$ cat src/rtl/fft_twiddle_seq_pkg.sv
// Shared FFT definitions: sequencer state encoding, default frame size and bit-reversal.
// Also used by the other FFT stages and their benches.
package fft_twiddle_seq_pkg;

   localparam int TOTAL_STAGE_DEF = 7;
   localparam int SIM_DLY         = 1;
   localparam int BITREV_MAX_W    = 16;

   typedef enum logic [1:0] {
      S_IDLE  = 2'd0,
      S_ISSUE = 2'd1,
      S_DRAIN = 2'd2,
      S_DONE  = 2'd3
   } seq_state_e;

   // Reverses the low w bits of v; bits at and above w come back zero.
   function automatic logic [BITREV_MAX_W-1:0] bit_rev(input logic [BITREV_MAX_W-1:0] v,
                                                       input int w);
      logic [BITREV_MAX_W-1:0] r;
      r = {<<{v}};
      return r >> (BITREV_MAX_W - w);
   endfunction

endpackage

$ cat src/rtl/fft_twiddle_seq_if.sv
// Control, sample-RAM read and twiddle-stage link of the twiddle sequencer.
interface fft_twiddle_seq_if
   import fft_twiddle_seq_pkg::*;
#(
   parameter int TOTAL_STAGE = TOTAL_STAGE_DEF
) ();
   logic                   istart;
   logic                   oready;
   logic                   ihold;
   logic                   ord_en;
   logic [TOTAL_STAGE-1:0] ord_addr;
   logic                   oft_en;
   logic [TOTAL_STAGE-1:0] oft_addr;
   logic                   ift_oen;
   logic                   obusy;
   logic                   odone;
   logic                   oerr;

   modport master (
      input  istart, ihold, ift_oen,
      output oready, ord_en, ord_addr, oft_en, oft_addr, obusy, odone, oerr
   );

   modport slave (
      output istart, ihold, ift_oen,
      input  oready, ord_en, ord_addr, oft_en, oft_addr, obusy, odone, oerr
   );
endinterface

$ cat src/rtl/fft_dly_line.sv
// Register chain that lines read strobes/addresses up with the sample RAM's read latency.
module fft_dly_line #(
   parameter int WIDTH = 1,
   parameter int DEPTH = 1
) (
   input  logic             iclk,
   input  logic             irst_n,
   input  logic [WIDTH-1:0] id,
   output logic [WIDTH-1:0] od
);
   logic [WIDTH-1:0] stage_q [DEPTH];

   // NOTE: every stage is reset, not just the strobe bit, so a mid-frame reset cannot replay stale addresses.
   always_ff @(posedge iclk or negedge irst_n) begin
      if (!irst_n) begin
         for (int i = 0; i < DEPTH; i++) stage_q[i] <= '0;
      end else begin
         stage_q[0] <= id;
         for (int i = 1; i < DEPTH; i++) stage_q[i] <= stage_q[i-1];
      end
   end

   assign od = stage_q[DEPTH-1];
endmodule

$ cat src/rtl/fft_twiddle_seq.sv
// Twiddle-stage frame sequencer: issues 2^TOTAL_STAGE RAM reads, aligns them to the twiddle
// stage and counts returns. Macro FFT_TWIDDLE_SEQ_BITREV_EN reads the RAM in bit-reversed order.
module fft_twiddle_seq
   import fft_twiddle_seq_pkg::*;
#(
   parameter int TOTAL_STAGE = TOTAL_STAGE_DEF,
   parameter int RAM_DLY     = 1,
   parameter int PIPE_DLY    = 3
) (
   input logic               iclk,
   input logic               irst_n,
   fft_twiddle_seq_if.master bus
);
   localparam int N        = 1 << TOTAL_STAGE;
   localparam bit DLY_OK   = (RAM_DLY >= 1) && (RAM_DLY <= 4);
   localparam int EFF_DLY  = DLY_OK ? RAM_DLY : 1;
   localparam int WD_LIMIT = 4 * PIPE_DLY + N;
   localparam int WD_W     = $clog2(WD_LIMIT + 1);
   localparam logic [TOTAL_STAGE:0] LAST_CNT = (TOTAL_STAGE + 1)'(N - 1);
   localparam logic [WD_W-1:0]      WD_FIRE  = WD_W'(WD_LIMIT);

   seq_state_e           state_q, state_d;
   logic [TOTAL_STAGE:0] iss_q, iss_d;
   logic [TOTAL_STAGE:0] ret_q, ret_d;
   logic [WD_W-1:0]      wd_q, wd_d;
   logic                 err_q, err_d;
   logic                 rd_en;
   logic                 complete;
   logic [TOTAL_STAGE:0] ft_q;

   // NOTE: state registers use non-blocking assignments so every flop samples pre-edge values.
   always_ff @(posedge iclk or negedge irst_n) begin
      if (!irst_n) begin
         state_q <= S_IDLE;
         iss_q   <= '0;
         ret_q   <= '0;
         wd_q    <= '0;
         err_q   <= !DLY_OK;
      end else begin
         state_q <= state_d;
         iss_q   <= iss_d;
         ret_q   <= ret_d;
         wd_q    <= wd_d;
         err_q   <= err_d;
      end
   end

   // NOTE: every variable gets a default before the case so no path infers a latch.
   always_comb begin
      state_d  = state_q;
      iss_d    = iss_q;
      ret_d    = ret_q;
      wd_d     = '0;
      err_d    = err_q;
      rd_en    = 1'b0;
      complete = 1'b0;

      if (bus.ift_oen) begin
         if (state_q == S_IDLE || state_q == S_DONE || ret_q >= iss_q) begin
            err_d = 1'b1;
         end else begin
            ret_d    = ret_q + 1'b1;
            complete = (ret_q == LAST_CNT);
         end
      end

      case (state_q)
         S_IDLE: begin
            if (bus.istart) begin
               state_d = S_ISSUE;
               iss_d   = '0;
               ret_d   = '0;
               err_d   = bus.ift_oen;
            end
         end
         S_ISSUE: begin
            if (!bus.ihold) begin
               rd_en = 1'b1;
               iss_d = iss_q + 1'b1;
               if (iss_q == LAST_CNT) state_d = S_DRAIN;
            end
         end
         S_DRAIN: begin
            // Watchdog fires once more than WD_LIMIT drain cycles have gone by without completion.
            wd_d = wd_q + 1'b1;
            if (complete) begin
               state_d = S_DONE;
            end else if (wd_q == WD_FIRE) begin
               state_d = S_DONE;
               err_d   = 1'b1;
            end
         end
         default: state_d = S_IDLE;
      endcase
   end

   fft_dly_line #(
      .WIDTH (TOTAL_STAGE + 1),
      .DEPTH (EFF_DLY)
   ) u_dly (
      .iclk   (iclk),
      .irst_n (irst_n),
      .id     ({rd_en, iss_q[TOTAL_STAGE-1:0]}),
      .od     (ft_q)
   );

   assign {bus.oft_en, bus.oft_addr} = ft_q;

`ifdef FFT_TWIDDLE_SEQ_BITREV_EN
   assign bus.ord_addr = TOTAL_STAGE'(bit_rev(BITREV_MAX_W'(iss_q[TOTAL_STAGE-1:0]), TOTAL_STAGE));
`else
   assign bus.ord_addr = iss_q[TOTAL_STAGE-1:0];
`endif

   assign bus.ord_en = rd_en;
   assign bus.oready = (state_q == S_IDLE);
   assign bus.obusy  = (state_q == S_ISSUE) || (state_q == S_DRAIN);
   assign bus.odone  = (state_q == S_DONE);
   assign bus.oerr   = err_q;
endmodule

$ cat src/flat_wrapper.sv
// flat-port wrapper written by rule: the top's interface ports become plain ports
module fft_twiddle_seq_flat import fft_twiddle_seq_pkg::*;
#(
   parameter int TOTAL_STAGE = TOTAL_STAGE_DEF,
   parameter int RAM_DLY     = 1,
   parameter int PIPE_DLY    = 3
)
  (iclk, irst_n, bus_istart, bus_ihold, bus_ift_oen, bus_oready, bus_ord_en, bus_ord_addr, bus_oft_en, bus_oft_addr, bus_obusy, bus_odone, bus_oerr);
  fft_twiddle_seq_if #(.TOTAL_STAGE(TOTAL_STAGE)) bus_i ();
  input logic iclk;
  input logic irst_n;
  input wire logic [$bits(bus_i.istart)-1:0] bus_istart;
  input wire logic [$bits(bus_i.ihold)-1:0] bus_ihold;
  input wire logic [$bits(bus_i.ift_oen)-1:0] bus_ift_oen;
  output wire logic [$bits(bus_i.oready)-1:0] bus_oready;
  output wire logic [$bits(bus_i.ord_en)-1:0] bus_ord_en;
  output wire logic [$bits(bus_i.ord_addr)-1:0] bus_ord_addr;
  output wire logic [$bits(bus_i.oft_en)-1:0] bus_oft_en;
  output wire logic [$bits(bus_i.oft_addr)-1:0] bus_oft_addr;
  output wire logic [$bits(bus_i.obusy)-1:0] bus_obusy;
  output wire logic [$bits(bus_i.odone)-1:0] bus_odone;
  output wire logic [$bits(bus_i.oerr)-1:0] bus_oerr;
  assign bus_i.istart = bus_istart;
  assign bus_i.ihold = bus_ihold;
  assign bus_i.ift_oen = bus_ift_oen;
  assign bus_oready = bus_i.oready;
  assign bus_ord_en = bus_i.ord_en;
  assign bus_ord_addr = bus_i.ord_addr;
  assign bus_oft_en = bus_i.oft_en;
  assign bus_oft_addr = bus_i.oft_addr;
  assign bus_obusy = bus_i.obusy;
  assign bus_odone = bus_i.odone;
  assign bus_oerr = bus_i.oerr;
  fft_twiddle_seq #(.TOTAL_STAGE(TOTAL_STAGE), .RAM_DLY(RAM_DLY), .PIPE_DLY(PIPE_DLY)) u_core (.iclk(iclk), .irst_n(irst_n), .bus(bus_i));
endmodule
$ cat config.mk
export PLATFORM = sky130hd
export DESIGN_NAME = fft_twiddle_seq_flat
export DESIGN_NICKNAME = d
export VERILOG_FILES = /design/src/rtl/fft_twiddle_seq_pkg.sv /design/src/rtl/fft_twiddle_seq_if.sv /design/src/rtl/fft_dly_line.sv /design/src/rtl/fft_twiddle_seq.sv /design/src/flat_wrapper.sv
export SDC_FILE = /design/constraint.sdc
export NUM_CORES = 1
export LEC_CHECK = 0
export ABC_CLOCK_PERIOD_IN_PS = 2500
export CAP_MARGIN = 20
export CORE_MARGIN = 2
export CORE_UTILIZATION = 40
export CTS_BUF_LIST = sky130_fd_sc_hd__clkbuf_4
export DETAILED_ROUTE_END_ITERATION = 7
export PLACE_DENSITY = 0.59
export REMOVE_ABC_BUFFERS = 1
export SYNTH_ARGS = -nofsm -noshare
export SYNTH_HDL_FRONTEND = slang
export SYNTH_SLANG_ARGS = --single-unit
$ cat constraint.sdc
create_clock -name iclk -period 2.5 [get_ports iclk]
set_clock_uncertainty 0.05 [all_clocks]
set_input_delay 0.5 -clock iclk [delete_from_list [all_inputs] [get_ports iclk]]
set_output_delay 0.5 -clock iclk [all_outputs]
set_load 0.01 [all_outputs]
==> flow_summary_export.csv <==
group,metric,value,unit
clock_tree,cts_buffer_depth,2,
setup_path,startpoint_type,"flop",
timing,worst_slew_margin_rel,61.12,%
setup_path,crit_path_cell_trace,"inv_1, ha_1, clkdlybuf4s50_1",
routing,routed_wire_length,4210,µm
clock_tree,cts_tree,"built",
setup_path,worst_path_max_delay_cell,"clkdlybuf4s50_1",
floorplanning,ios,25,
global_route,antenna_found_initial,0,
yosys,ys_top_cells_by_area,"dfrtp_1, ha_1, xnor2_1",
floorplanning,fp.dieArea,0.005603,mm²
layout,n_antenna_cell,0,
timing,report.final.setup_viol,0,
layout,fillCellCount,458,
setup_path,worstSetupPathDepth,3,
yosys,synth_top_family_by_area,"simple AND/OR/NAND/NOR gates",
place,dpl_cell_area,0.002316,mm²
yosys,yosys.cell_types.count,37,
place,post-dp-hpwl,3094,µm
global_route,grt_pass1_vias,1495,
yosys,synth_compound_area_share,13.21,%
setup_path,worst_ep_required_time,1.95,ns
global_route,grt_pass1_wl,7203,µm
setup_path,critical_path.max_fanout,10,
timing,holdWs,0.3965,ns
setup_path,r2r_start,"u_core.iss_q[2]",
clock_tree,h-tree-depth,2,
timing,max_freq,422.2,MHz
yosys,yosysWarningCount,0,
power_and_ir_drop,design_power_total,2.080,mW
timing,final_min_period_over_clock_period,94.74,%
layout,layout.cells.most_common_list,"dfrtp_1, clkdlybuf4s50_1, nand2_1",
place,place_inst,292,
layout,post_route_non_filler_standard_cell_count,299,
power_and_ir_drop,vdd_drop_max,0.0003419,V
layout,final_common_cell,"dfrtp_1",
clock_tree,clkLatencyLatePin,0.33,ns
yosys,gate_count_after_technology_mapping,206,
floorplanning,die_height,74.86,µm
clock_tree,tritoncts_num_sinks,35,
run_status,run_status,"complete, no violations",
global_route,global_route.usage.total,17.01,%
routing,drt_pre_antenna_iters,4,
layout,num-nets-final,253,
floorplanning,dieWidth,74.86,µm
floorplanning,core.rowCount,25,
setup_path,critical_path.top_delay_family,"buffers and inverters",
floorplanning,initial_core_util,41.96,%
routing,wire_per_inst,14.08,µm
clock_tree,cts.root.buffer_cell,"clkbuf_4",
floorplanning,std_cell_core_area,0.004786,mm²
timing,setup_repair_after_global_routing_missed_its_margin,"false",
layout,post-route-util,49.36,%
hold_path,hp-class,"flop to flop",
place,placement.io_buffers,24,
yosys,synth.area.mux_share,2.555,%
setup_path,endpoint,"bus_oready",
routing,via_per_instance_ratio,5.207,
place,pre_cts_ws,0.1492,ns
setup_path,path_class,"flop to primary output",
routing,ant_nets,0,
layout,final_layout_size_suffix_gt1_share,8.621,%
routing,drt-initial-drc-count,58,
hold_path,holdCritStartpoint,"u_core.iss_q[2]",
clock_tree,tritoncts.num_buffers,5,
power_and_ir_drop,powerDensity,880.4,mW/mm²
clock_tree,clkSlewWorstSetupHoldPaths,0.11,ns
timing,maxSlewViolCount,0,
layout,area_growth,17.63,%
timing,worstMarginPinSlew,0.5756,ns
yosys,yosys_register_bits,35,
job,maxCapViolations,0,
global_route,total_global_routing_overflow,0,
yosys,biggest_area_consumer_among_synthesized_cells,"dfrtp_1",
clock_tree,post_cts.resized_instances,0,
yosys,synth-xor-area-share,4.361,%
timing,period_minus_slack,2.369,ns
setup_path,worst_r2r_path_depth,7,
setup_path,crit_arrival,1.82,ns
yosys,area_share_of_fa_ha_maj_cells_after_synthesis,9.969,%
setup_path,worst_setup_path_end_kind,"primary output",
setup_path,max_stage_delay,0.60,ns
yosys,ys_seq_area_share,43.61,%
yosys,synthSimpleGateAreaFrac,20.06,%
yosys,syn_area_per_cell,9.748,µm²
power_and_ir_drop,leakage,1.101,nW
yosys,post_synthesis_cell_area,0.002008,mm²
layout,fin_area,0.002362,mm²
place,gp_routability_congestion,0.7663,
routing,dr_total_vias,1557,
global_route,grt_start_max_net_pins,36,
setup_path,regToRegSetupSlack,0.18,ns
timing,setup_total_negative_slack,0,ns
timing,timing.final.hold_violations,0,
clock_tree,cts_setup_buffers,0,
timing,postLayoutSetupSlackWorst,0.1314,ns
setup_path,cp_num_buf_inv,2,
routing,drc,0,
setup_path,timing.rr.end,"u_core.ret_q[7]",
clock_tree,cts-hold-fix-buffers,0,
yosys,synth.top_cell.area_share,43.61,%
setup_path,critPathLaunch,"u_core.state_q[0]",
-- cell usage after synthesis (all sizes together) --
| cell type | instances |
|---|---|
| nor4 | 2 |
| clkbuf | 5 |
| or4 | 1 |
| o211ai | 2 |
| a22oi | 2 |
| nand3 | 3 |
| nand2 | 17 |
| nand2b | 5 |
| o211a | 1 |
| a2bb2oi | 1 |
| and2 | 10 |
| and3 | 1 |
| mux2 | 1 |
| a211oi | 3 |
| buf | 8 |
| ha | 16 |
| a211o | 2 |
| o41ai | 1 |
| mux2i | 4 |
| and4 | 2 |
| nand4 | 11 |
| a31o | 2 |
| o21ai | 10 |
| xnor2 | 8 |
| a41o | 3 |
| a21oi | 7 |
| nor2 | 16 |
| dfrtp | 35 |
| a31oi | 4 |
| xor2 | 2 |
| nor2b | 4 |
| or3 | 3 |
| or4b | 1 |
| inv | 13 |
-- kinds of logic after synthesis --
group | Yosys count
muxes | 5
buffers and inverters | 26
adders and majority gates | 16
xor gates and xnor gates | 10
and+or+nand+nor | 76
DFF | 35
AOI/OAI and AO/OA | 38
-- state kept, by name (all words and copies together) (netlist names) --
signal           flops
u_core.iss_q         8
u_core.bus.oerr      1
u_core.u_dly.od      8
u_core.state_q       2
u_core.wd_q          8
u_core.ret_q         8
-- final cells by class --
type / count / area (µm²) / share of cell area (%)
repair buffers: 32 / 300.3 / 12.71
inverters: 13 / 48.80 / 2.066
multi-input cells: 145 / 1007 / 42.64
clock inverters: 2 / 8.758 / 0.3708
well taps: 67 / 83.83 / 3.549
clock buffers: 5 / 37.54 / 1.589
flip-flops and latches: 35 / 875.8 / 37.08
-- where the power goes --
group	internal [mW]	switching, mW
clock network	0.0997	0.185
logic	0.484	0.542
registers	0.666	0.103
-- worst min path at each step --
stage,slack [ns],to,depth (start not counted)
2_1_floorplan,0.15,u_core.bus.oerr,0
3_3_place_gp,0.38,u_core.u_dly.od[2],0
3_5_place_dp,0.38,u_core.u_dly.od[2],0
4_1_cts,0.40,u_core.u_dly.od[2],0
5_1_grt,0.44,u_core.u_dly.od[2],0
6_report,0.40,u_core.u_dly.od[2],0
-- metal layers --
metal  global-route usage, %  vias up  routed length [µm]
met3                   4.552        5                 207
met1                   23.65      743                2028
li1                        -      770                   -
met4                   4.762        0                  52
met2                   26.22       39                1921
met5                       0        -                   0
Power figures use the tool's default switching activity.
